<file path="config.mk">
export PLATFORM = sky130hd
export DESIGN_NAME = div_unit
export DESIGN_NICKNAME = d
export VERILOG_FILES = /design/src/rtl/div_unit.sv
export SDC_FILE = /design/constraint.sdc
export NUM_CORES = 1
export LEC_CHECK = 0
export CORE_ASPECT_RATIO = 0.9
export CORE_MARGIN = 1
export CORE_UTILIZATION = 40
export DETAILED_ROUTE_END_ITERATION = 10
export GPL_ROUTABILITY_DRIVEN = 0
export PLACE_DENSITY_LB_ADDON = 0.1
export SETUP_SLACK_MARGIN = 0.15
export SLEW_MARGIN = 30
export SYNTH_ARGS = -nofsm -noshare
export SYNTH_HDL_FRONTEND = slang
export SYNTH_SLANG_ARGS = --single-unit
</file>
<file path="constraint.sdc">
create_clock -name clk_i -period 18.1 [get_ports clk_i]
set_input_delay 3.62 -clock clk_i [delete_from_list [all_inputs] [get_ports clk_i]]
set_output_delay 3.62 -clock clk_i [all_outputs]
set_load 0.05 [all_outputs]
</file>
<file path="src/rtl/div_unit.sv">
`default_nettype none
// ============================================================================
// Module      : div_unit
// Description : Iterative restoring radix-2 divide/remainder unit for the
//               RV64M DIV/DIVU/REM/REMU and DIVW/DIVUW/REMW/REMUW operations.
// Revision    : 1.0 - initial release
// ============================================================================
module div_unit #(
    parameter int DATA_WIDTH    = 64,
    parameter int WORD_WIDTH    = 32,
    parameter int CONTROL_WIDTH = 5
) (
    input  logic                     clk_i,
    input  logic                     rst_ni,
    input  logic                     flush_i,
    input  logic                     req_valid_i,
    output logic                     req_ready_o,
    input  logic [CONTROL_WIDTH-1:0] div_control_i,
    input  logic [DATA_WIDTH-1:0]    src_1_i,
    input  logic [DATA_WIDTH-1:0]    src_2_i,
    output logic                     resp_valid_o,
    input  logic                     resp_ready_i,
    output logic [DATA_WIDTH-1:0]    div_result_o,
    output logic                     busy_o
);

    localparam logic [CONTROL_WIDTH-1:0] c_OP_DIV   = 5'b10011;
    localparam logic [CONTROL_WIDTH-1:0] c_OP_DIVU  = 5'b10100;
    localparam logic [CONTROL_WIDTH-1:0] c_OP_REM   = 5'b10101;
    localparam logic [CONTROL_WIDTH-1:0] c_OP_REMU  = 5'b10110;
    localparam logic [CONTROL_WIDTH-1:0] c_OP_DIVW  = 5'b11000;
    localparam logic [CONTROL_WIDTH-1:0] c_OP_DIVUW = 5'b11001;
    localparam logic [CONTROL_WIDTH-1:0] c_OP_REMW  = 5'b11010;
    localparam logic [CONTROL_WIDTH-1:0] c_OP_REMUW = 5'b11011;
    localparam int                       c_CNT_W    = $clog2(DATA_WIDTH) + 1;
    localparam int                       c_PAD_W    = DATA_WIDTH - WORD_WIDTH;

    typedef enum logic [1:0] {
        S_IDLE = 2'd0,
        S_CALC = 2'd1,
        S_FIX  = 2'd2,
        S_DONE = 2'd3
    } state_t;

    state_t                  r_state;
    logic                    r_req_ready;
    logic                    r_resp_valid;
    logic                    r_busy;
    logic [DATA_WIDTH-1:0]   r_result;
    logic                    r_is_w;
    logic                    r_is_rem;
    logic                    r_neg_q;
    logic                    r_neg_r;
    logic [c_CNT_W-1:0]      r_cnt;
    logic [DATA_WIDTH-1:0]   r_quot;
    logic [DATA_WIDTH-1:0]   r_rem;
    logic [DATA_WIDTH-1:0]   r_divisor;

    logic                    w_known;
    logic                    w_is_w;
    logic                    w_signed;
    logic                    w_is_rem;

    always_comb begin
        w_known  = 1'b1;
        w_is_w   = 1'b0;
        w_signed = 1'b0;
        w_is_rem = 1'b0;
        case (div_control_i)
            c_OP_DIV:   w_signed = 1'b1;
            c_OP_DIVU:  ;
            c_OP_REM:   begin w_signed = 1'b1; w_is_rem = 1'b1; end
            c_OP_REMU:  w_is_rem = 1'b1;
            c_OP_DIVW:  begin w_is_w = 1'b1; w_signed = 1'b1; end
            c_OP_DIVUW: w_is_w = 1'b1;
            c_OP_REMW:  begin w_is_w = 1'b1; w_signed = 1'b1; w_is_rem = 1'b1; end
            c_OP_REMUW: begin w_is_w = 1'b1; w_is_rem = 1'b1; end
            default:    w_known = 1'b0;
        endcase
    end

    // W operands are re-expressed as 64-bit values so one datapath serves both widths
    logic [DATA_WIDTH-1:0] w_a_sx;
    logic [DATA_WIDTH-1:0] w_b_sx;
    logic [DATA_WIDTH-1:0] w_a_ext;
    logic [DATA_WIDTH-1:0] w_b_ext;
    logic                  w_a_neg;
    logic                  w_b_neg;
    logic [DATA_WIDTH-1:0] w_a_mag;
    logic [DATA_WIDTH-1:0] w_b_mag;
    logic [DATA_WIDTH-1:0] w_min;
    logic                  w_div_zero;
    logic                  w_overflow;

    assign w_a_sx     = {{c_PAD_W{src_1_i[WORD_WIDTH-1]}}, src_1_i[WORD_WIDTH-1:0]};
    assign w_b_sx     = {{c_PAD_W{src_2_i[WORD_WIDTH-1]}}, src_2_i[WORD_WIDTH-1:0]};
    assign w_a_ext    = !w_is_w ? src_1_i :
                        (w_signed ? w_a_sx : {{c_PAD_W{1'b0}}, src_1_i[WORD_WIDTH-1:0]});
    assign w_b_ext    = !w_is_w ? src_2_i :
                        (w_signed ? w_b_sx : {{c_PAD_W{1'b0}}, src_2_i[WORD_WIDTH-1:0]});
    assign w_a_neg    = w_signed & w_a_ext[DATA_WIDTH-1];
    assign w_b_neg    = w_signed & w_b_ext[DATA_WIDTH-1];
    assign w_a_mag    = w_a_neg ? -w_a_ext : w_a_ext;
    assign w_b_mag    = w_b_neg ? -w_b_ext : w_b_ext;
    assign w_min      = w_is_w ? {{(c_PAD_W + 1){1'b1}}, {(WORD_WIDTH - 1){1'b0}}}
                               : {1'b1, {(DATA_WIDTH - 1){1'b0}}};
    assign w_div_zero = (w_b_ext == '0);
    assign w_overflow = w_signed && (w_a_ext == w_min) && (w_b_ext == '1);

    // One restoring step: shift in the next dividend bit, trial-subtract with a sign bit
    logic [DATA_WIDTH:0]   w_rem_shift;
    logic [DATA_WIDTH:0]   w_trial;
    logic                  w_q_bit;

    assign w_rem_shift = {r_rem, r_quot[DATA_WIDTH-1]};
    assign w_trial     = w_rem_shift - {1'b0, r_divisor};
    assign w_q_bit     = ~w_trial[DATA_WIDTH];

    logic [DATA_WIDTH-1:0] w_q_fix;
    logic [DATA_WIDTH-1:0] w_r_fix;
    logic [DATA_WIDTH-1:0] w_sel;
    logic [DATA_WIDTH-1:0] w_final;

    assign w_q_fix = r_neg_q ? -r_quot : r_quot;
    assign w_r_fix = r_neg_r ? -r_rem : r_rem;
    assign w_sel   = r_is_rem ? w_r_fix : w_q_fix;
    assign w_final = r_is_w ? {{c_PAD_W{w_sel[WORD_WIDTH-1]}}, w_sel[WORD_WIDTH-1:0]} : w_sel;

    always_ff @(posedge clk_i) begin
        if (!rst_ni || flush_i) begin
            r_state      <= S_IDLE;
            r_req_ready  <= 1'b1;
            r_resp_valid <= 1'b0;
            r_busy       <= 1'b0;
            r_result     <= '0;
        end else begin
            case (r_state)
                S_IDLE: begin
                    if (req_valid_i) begin
                        r_req_ready <= 1'b0;
                        r_busy      <= 1'b1;
                        r_is_w      <= w_is_w;
                        r_is_rem    <= w_is_rem;
                        r_neg_q     <= w_a_neg ^ w_b_neg;
                        r_neg_r     <= w_a_neg;
                        r_rem       <= '0;
                        r_divisor   <= w_b_mag;
                        r_quot      <= w_is_w ? {w_a_mag[WORD_WIDTH-1:0], {c_PAD_W{1'b0}}} : w_a_mag;
                        r_cnt       <= w_is_w ? c_CNT_W'(WORD_WIDTH) : c_CNT_W'(DATA_WIDTH);
                        if (!w_known) begin
                            r_state      <= S_DONE;
                            r_resp_valid <= 1'b1;
                            r_result     <= '0;
                        end else if (w_div_zero) begin
                            r_state      <= S_DONE;
                            r_resp_valid <= 1'b1;
                            r_result     <= w_is_rem ? (w_is_w ? w_a_sx : src_1_i) : '1;
                        end else if (w_overflow) begin
                            r_state      <= S_DONE;
                            r_resp_valid <= 1'b1;
                            r_result     <= w_is_rem ? '0 : w_a_ext;
                        end else begin
                            r_state      <= S_CALC;
                        end
                    end
                end
                S_CALC: begin
                    r_rem  <= w_trial[DATA_WIDTH] ? w_rem_shift[DATA_WIDTH-1:0] : w_trial[DATA_WIDTH-1:0];
                    r_quot <= {r_quot[DATA_WIDTH-2:0], w_q_bit};
                    r_cnt  <= r_cnt - c_CNT_W'(1);
                    if (r_cnt == c_CNT_W'(1)) begin
                        r_state <= S_FIX;
                    end
                end
                S_FIX: begin
                    r_result     <= w_final;
                    r_resp_valid <= 1'b1;
                    r_state      <= S_DONE;
                end
                default: begin
                    if (resp_ready_i) begin
                        r_state      <= S_IDLE;
                        r_req_ready  <= 1'b1;
                        r_resp_valid <= 1'b0;
                        r_busy       <= 1'b0;
                        r_result     <= '0;
                    end
                end
            endcase
        end
    end

    assign req_ready_o  = r_req_ready;
    assign resp_valid_o = r_resp_valid;
    assign busy_o       = r_busy;
    assign div_result_o = r_result;

endmodule
`default_nettype wire

</file>
==> summary.txt <==
PLACED DESIGN
-----------------------------------------------------------------------------------------------
Pre-CTS setup slack                                                                    9.309 ns
HPWL reported at the end of detailed placement                                     60390 microns
DP Cell Count                                                                              3585
Quantity of I/O buffers inserted on ports                                                   204

STA
-----------------------------------------------------------------------------------------------
Unrepaired setup endpoints after global routing                                           false
Final Hold Fails                                                                              0
Tightest Pin Transition                                                                1.058 ns
Worst Slack Setup Final                                                                9.845 ns
Relative max-transition margin                                                           29.50%
TNS Setup                                                                                  0 ns
Number of setup violations in the final report                                                0
Final Slew Violations                                                                         0
Period minus WS final                                                                  8.255 ns
Post-route clock skew                                                                0.02920 ns
Peak clock frequency supported by timing                                              121.1 MHz
Final critical-path share of the clock period                                            45.61%

WORST SETUP PATH
-----------------------------------------------------------------------------------------------
R2R Path End                                                                          r_rem[59]
CP cell instances                                                                  clkdlybuf4s50_1 > nand2_1 > or2_4 > inv_2 > buf_4 > a21oi_1 > nor4_1 > nand4_1 > nor4_1 > or3_1 > a21oi_1 > nor2_4 > buf_6 > nor2_1 > a211oi_1
Crit-path max FO                                                                            129
R2R Setup Slk                                                                          12.37 ns
Endpoint arrival time on the critical path                                              8.73 ns
Critical path capture point type                                                      flip-flop
Cell with the biggest individual delay on the critical path                               buf_6
Largest delay share family, worst path                                             simple AND/OR/NAND/NOR gates
Worst Setup Path Type                                                                 in -> reg
Stage delay of the slowest cell on the critical path                                    0.66 ns
Crit path from                                                                     div_control_i[3]
Startpoint type of the worst setup path                                               input pin
FF-to-FF Start                                                                       r_quot[63]
Number of buffer and inverter instances along the worst setup path                            4
Termination of the worst setup path                                                div_result_o[0]
CP Depth                                                                                     15
Worst EP required                                                                      18.57 ns
Depth of the most critical reg-to-reg path                                                   16

SYNTH
-----------------------------------------------------------------------------------------------
XOR/XNOR share of the synthesized area                                                   11.71%
Largest family of logic cells by synthesized area                                  compound AO/OA/AOI/OAI gates
Count of cell types in the netlist                                                           79
Compound-Gate Fraction of Synth Area                                                     24.51%
Number of warnings printed during yosys synthesis                                             0
Number of enable flip-flop cells after synthesis                                            203
Async S/R FF share, synth                                                                    0%
Synth Area in Adders                                                                     4.926%
Post-synthesis instance area                                                        22510 sq um
Synth Area per Inst                                                                 8.169 sq um
Fraction of the yosys area taken by sequential cells                                     33.22%
Primary flip-flop cell chosen by synthesis mapping                                     edfxtp_1
Synth Net Count                                                                            2969
Flip-flop and latch count after synthesis                                                   272
Post-synthesis cell count                                                                  2755
Simple-gate share of the synthesized area                                                17.96%
Fraction of synthesized area in multiplexers                                             2.724%

LAYOUT
-----------------------------------------------------------------------------------------------
Leading cell types in the layout, fill and taps excluded                           a21oi_1, nor2_1, o21ai_0, nand2_1, clkdlybuf4s50_1
Share of layout cells above drive strength 1                                             5.012%
Growth of design area from synthesis to finish                                           17.36%
Flip-flop and latch area                                                             7477 sq um
Area of combinational cells with multiple inputs                                    14010 sq um
Most common cell after layout, fill and taps aside                                      a21oi_1
Final #Nets                                                                                3081
Filler Cells Inserted                                                                      5529
Final design utilization                                                                 47.50%
Non-filler instance count after layout                                                     3650

GRT
-----------------------------------------------------------------------------------------------
Layer with the highest usage                                                               met2
Antenna violations before repair                                                              1
Global routing usage on met3                                                             4.253%
Remaining global-route overflow                                                               0
Number of global-route vias before repair                                                 20360
Largest net degree at the start of global routing                                           130
Global-route usage over all layers                                                       27.92%
M1 GR Usage                                                                              38.32%
Wire length of the first global-routing pass                                       123200 microns
Routing usage on met2                                                                    44.95%

WORST HOLD PATH
-----------------------------------------------------------------------------------------------
Hold WC Path Type                                                                    reg -> reg

ROUTING
-----------------------------------------------------------------------------------------------
Residual DRC count                                                                            0
Via Count                                                                                 21770
Routed length per instance                                                         22.32 microns
Final antenna-violating net count                                                             0
1st-iter DRT viols                                                                         2126
Vias per cell                                                                             5.965
Routed wire length                                                                 81460 microns
Number of search-and-repair iterations in the first detailed-routing pass                     6

POWER AND IR DROP
-----------------------------------------------------------------------------------------------
Total leakage power                                                                    9.293 nW
Total power of the final layout                                                        1.997 mW
IR Drop Worst-Case VDD                                                               0.04983 mV
Power Dens Cells                                                                   75.62 nW/um^2

FLOORPLANNING
-----------------------------------------------------------------------------------------------
Die area                                                                            57220 sq um
Die W                                                                              252.0 microns
Core outline area                                                                   55610 sq um
Number of rows created at floorplan                                                          82
Die height                                                                         227.0 microns
Number of primary I/O pins                                                                  205
Initial Utilization                                                                      40.47%

CLOCKING
-----------------------------------------------------------------------------------------------
Clock input transition at the sequential cells of the worst setup and hold paths        0.06 ns
Post-CTS Repair Setup Buffers                                                                 0
CTS tree                                                                                   done
Num CTS Buffers                                                                              35
Count of cells resized by post-cts repair                                                     0
Count of clock tree sinks                                                                   272
Worst-Skew Late Latency                                                                 0.56 ns
Htree depth                                                                                   2
Largest buffer count on any clock path                                                        3
Number of hold buffers added after CTS                                                        0
Clk Tree Root Cell                                                                    clkbuf_16

RUN
-----------------------------------------------------------------------------------------------
Max-capacitance violation count                                                               0

STATUS
-----------------------------------------------------------------------------------------------
Run status                                                                         complete, no violations

==> metal layers <==
metal | share of wire [%] | vias up
met5 | 0 | -
met4 | 3.0 | 0
met3 | 7.8 | 140
met2 | 45 | 905
met1 | 44 | 10420
li1 | - | 10310
==> worst reg2reg max path, cell delays in order (launching register included) <==
cell	delay, ns
edfxtp_1	0.56
inv_1	0.13
ha_1	0.26
fa_1	0.41
nand2b_1	0.18
a21o_1	0.18
a21oi_1	0.30
a21o_1	0.20
o211ai_1	0.21
o211ai_1	0.47
a21oi_1	0.19
o21ai_1	0.36
mux2_2	0.43
nand3_4	0.29
buf_4	0.69
nand2_1	0.42
o22ai_1	0.26
==> power by group <==
group	total (mW)	switching (mW)	internal, mW	leakage (nW)
Sequential	0.747	0.0332	0.714	2.44
Clock	0.755	0.292	0.463	0.596
Combinational	0.495	0.315	0.180	6.25
==> cell usage after synthesis (34+ instances only) <==
| master | count | area [sq um] |
|---|---|---|
| a211oi_1 | 48 | 360.4 |
| a21oi_1 | 313 | 1567 |
| clkbuf_1 | 116 | 435.4 |
| dfxtp_1 | 69 | 1381 |
| edfxtp_1 | 203 | 6096 |
| ha_1 | 75 | 938.4 |
| inv_1 | 122 | 457.9 |
| mux2i_1 | 59 | 590.6 |
| nand2_1 | 246 | 923.4 |
| nand3_1 | 34 | 170.2 |
| nand4_1 | 41 | 256.5 |
| nor2_1 | 274 | 1028 |
| nor3_1 | 55 | 275.3 |
| nor4_1 | 37 | 231.5 |
| o21a_1 | 35 | 262.8 |
| o21ai_0 | 249 | 1246 |
| o31ai_1 | 57 | 427.9 |
| xnor2_1 | 171 | 1498 |
| xor2_1 | 130 | 1139 |
==> layout make-up <==
cell class / count / share of cell area, %
Multi-Input combinational cell: 2201 / 53.03
Sequential cell: 272 / 28.31
Timing Repair Buffer: 233 / 8.650
Clock buffer: 47 / 3.965
Tap cell: 756 / 3.581
Inverter: 124 / 1.762
Clock inverter: 16 / 0.6916
Antenna cell: 1 / 0.009474
==> stage by stage <==
stage / hold slack, ns / area [sq um]
2_1_floorplan: 0.4647 / 22510
3_3_place_gp: 0.4821 / 25110
3_5_place_dp: 0.4858 / 25140
4_1_cts: 0.4945 / 26370
5_1_grt: 0.5222 / 26410
6_report: 0.4967 / 26410
==> how the worst min path moves through the flow <==
stage | start | to | slack (ns) | cells after the start
after floorplan | r_state[1] | r_state[1] | 0.46 | 2
final | r_state[1] | r_state[1] | 0.50 | 2
after global routing | div_result_o[12] | div_result_o[12] | 0.52 | 2
after CTS | r_state[1] | r_state[1] | 0.49 | 2
after detailed placement | r_state[1] | r_state[1] | 0.49 | 2
after global placement | r_state[1] | r_state[1] | 0.48 | 2
==> cells by family after synthesis <==
logic type | after synthesis
adders and majority gates | 91
DFF | 272
and+or+nand+nor | 842
AOI/OAI and AO/OA | 906
buffers and inverters | 282
muxes | 61
xor gates and xnor gates | 301
==> flip-flops by register name (all words and copies together), names as in the netlist <==
signal,count
r_quot,64
busy_o,1
div_result_o,64
r_neg_q,1
resp_valid_o,1
r_divisor,64
r_state,2
r_neg_r,1
r_is_rem,1
req_ready_o,1
r_rem,64
r_is_w,1
r_cnt,7
No activity file was read; power rests on OpenSTA's default activity.
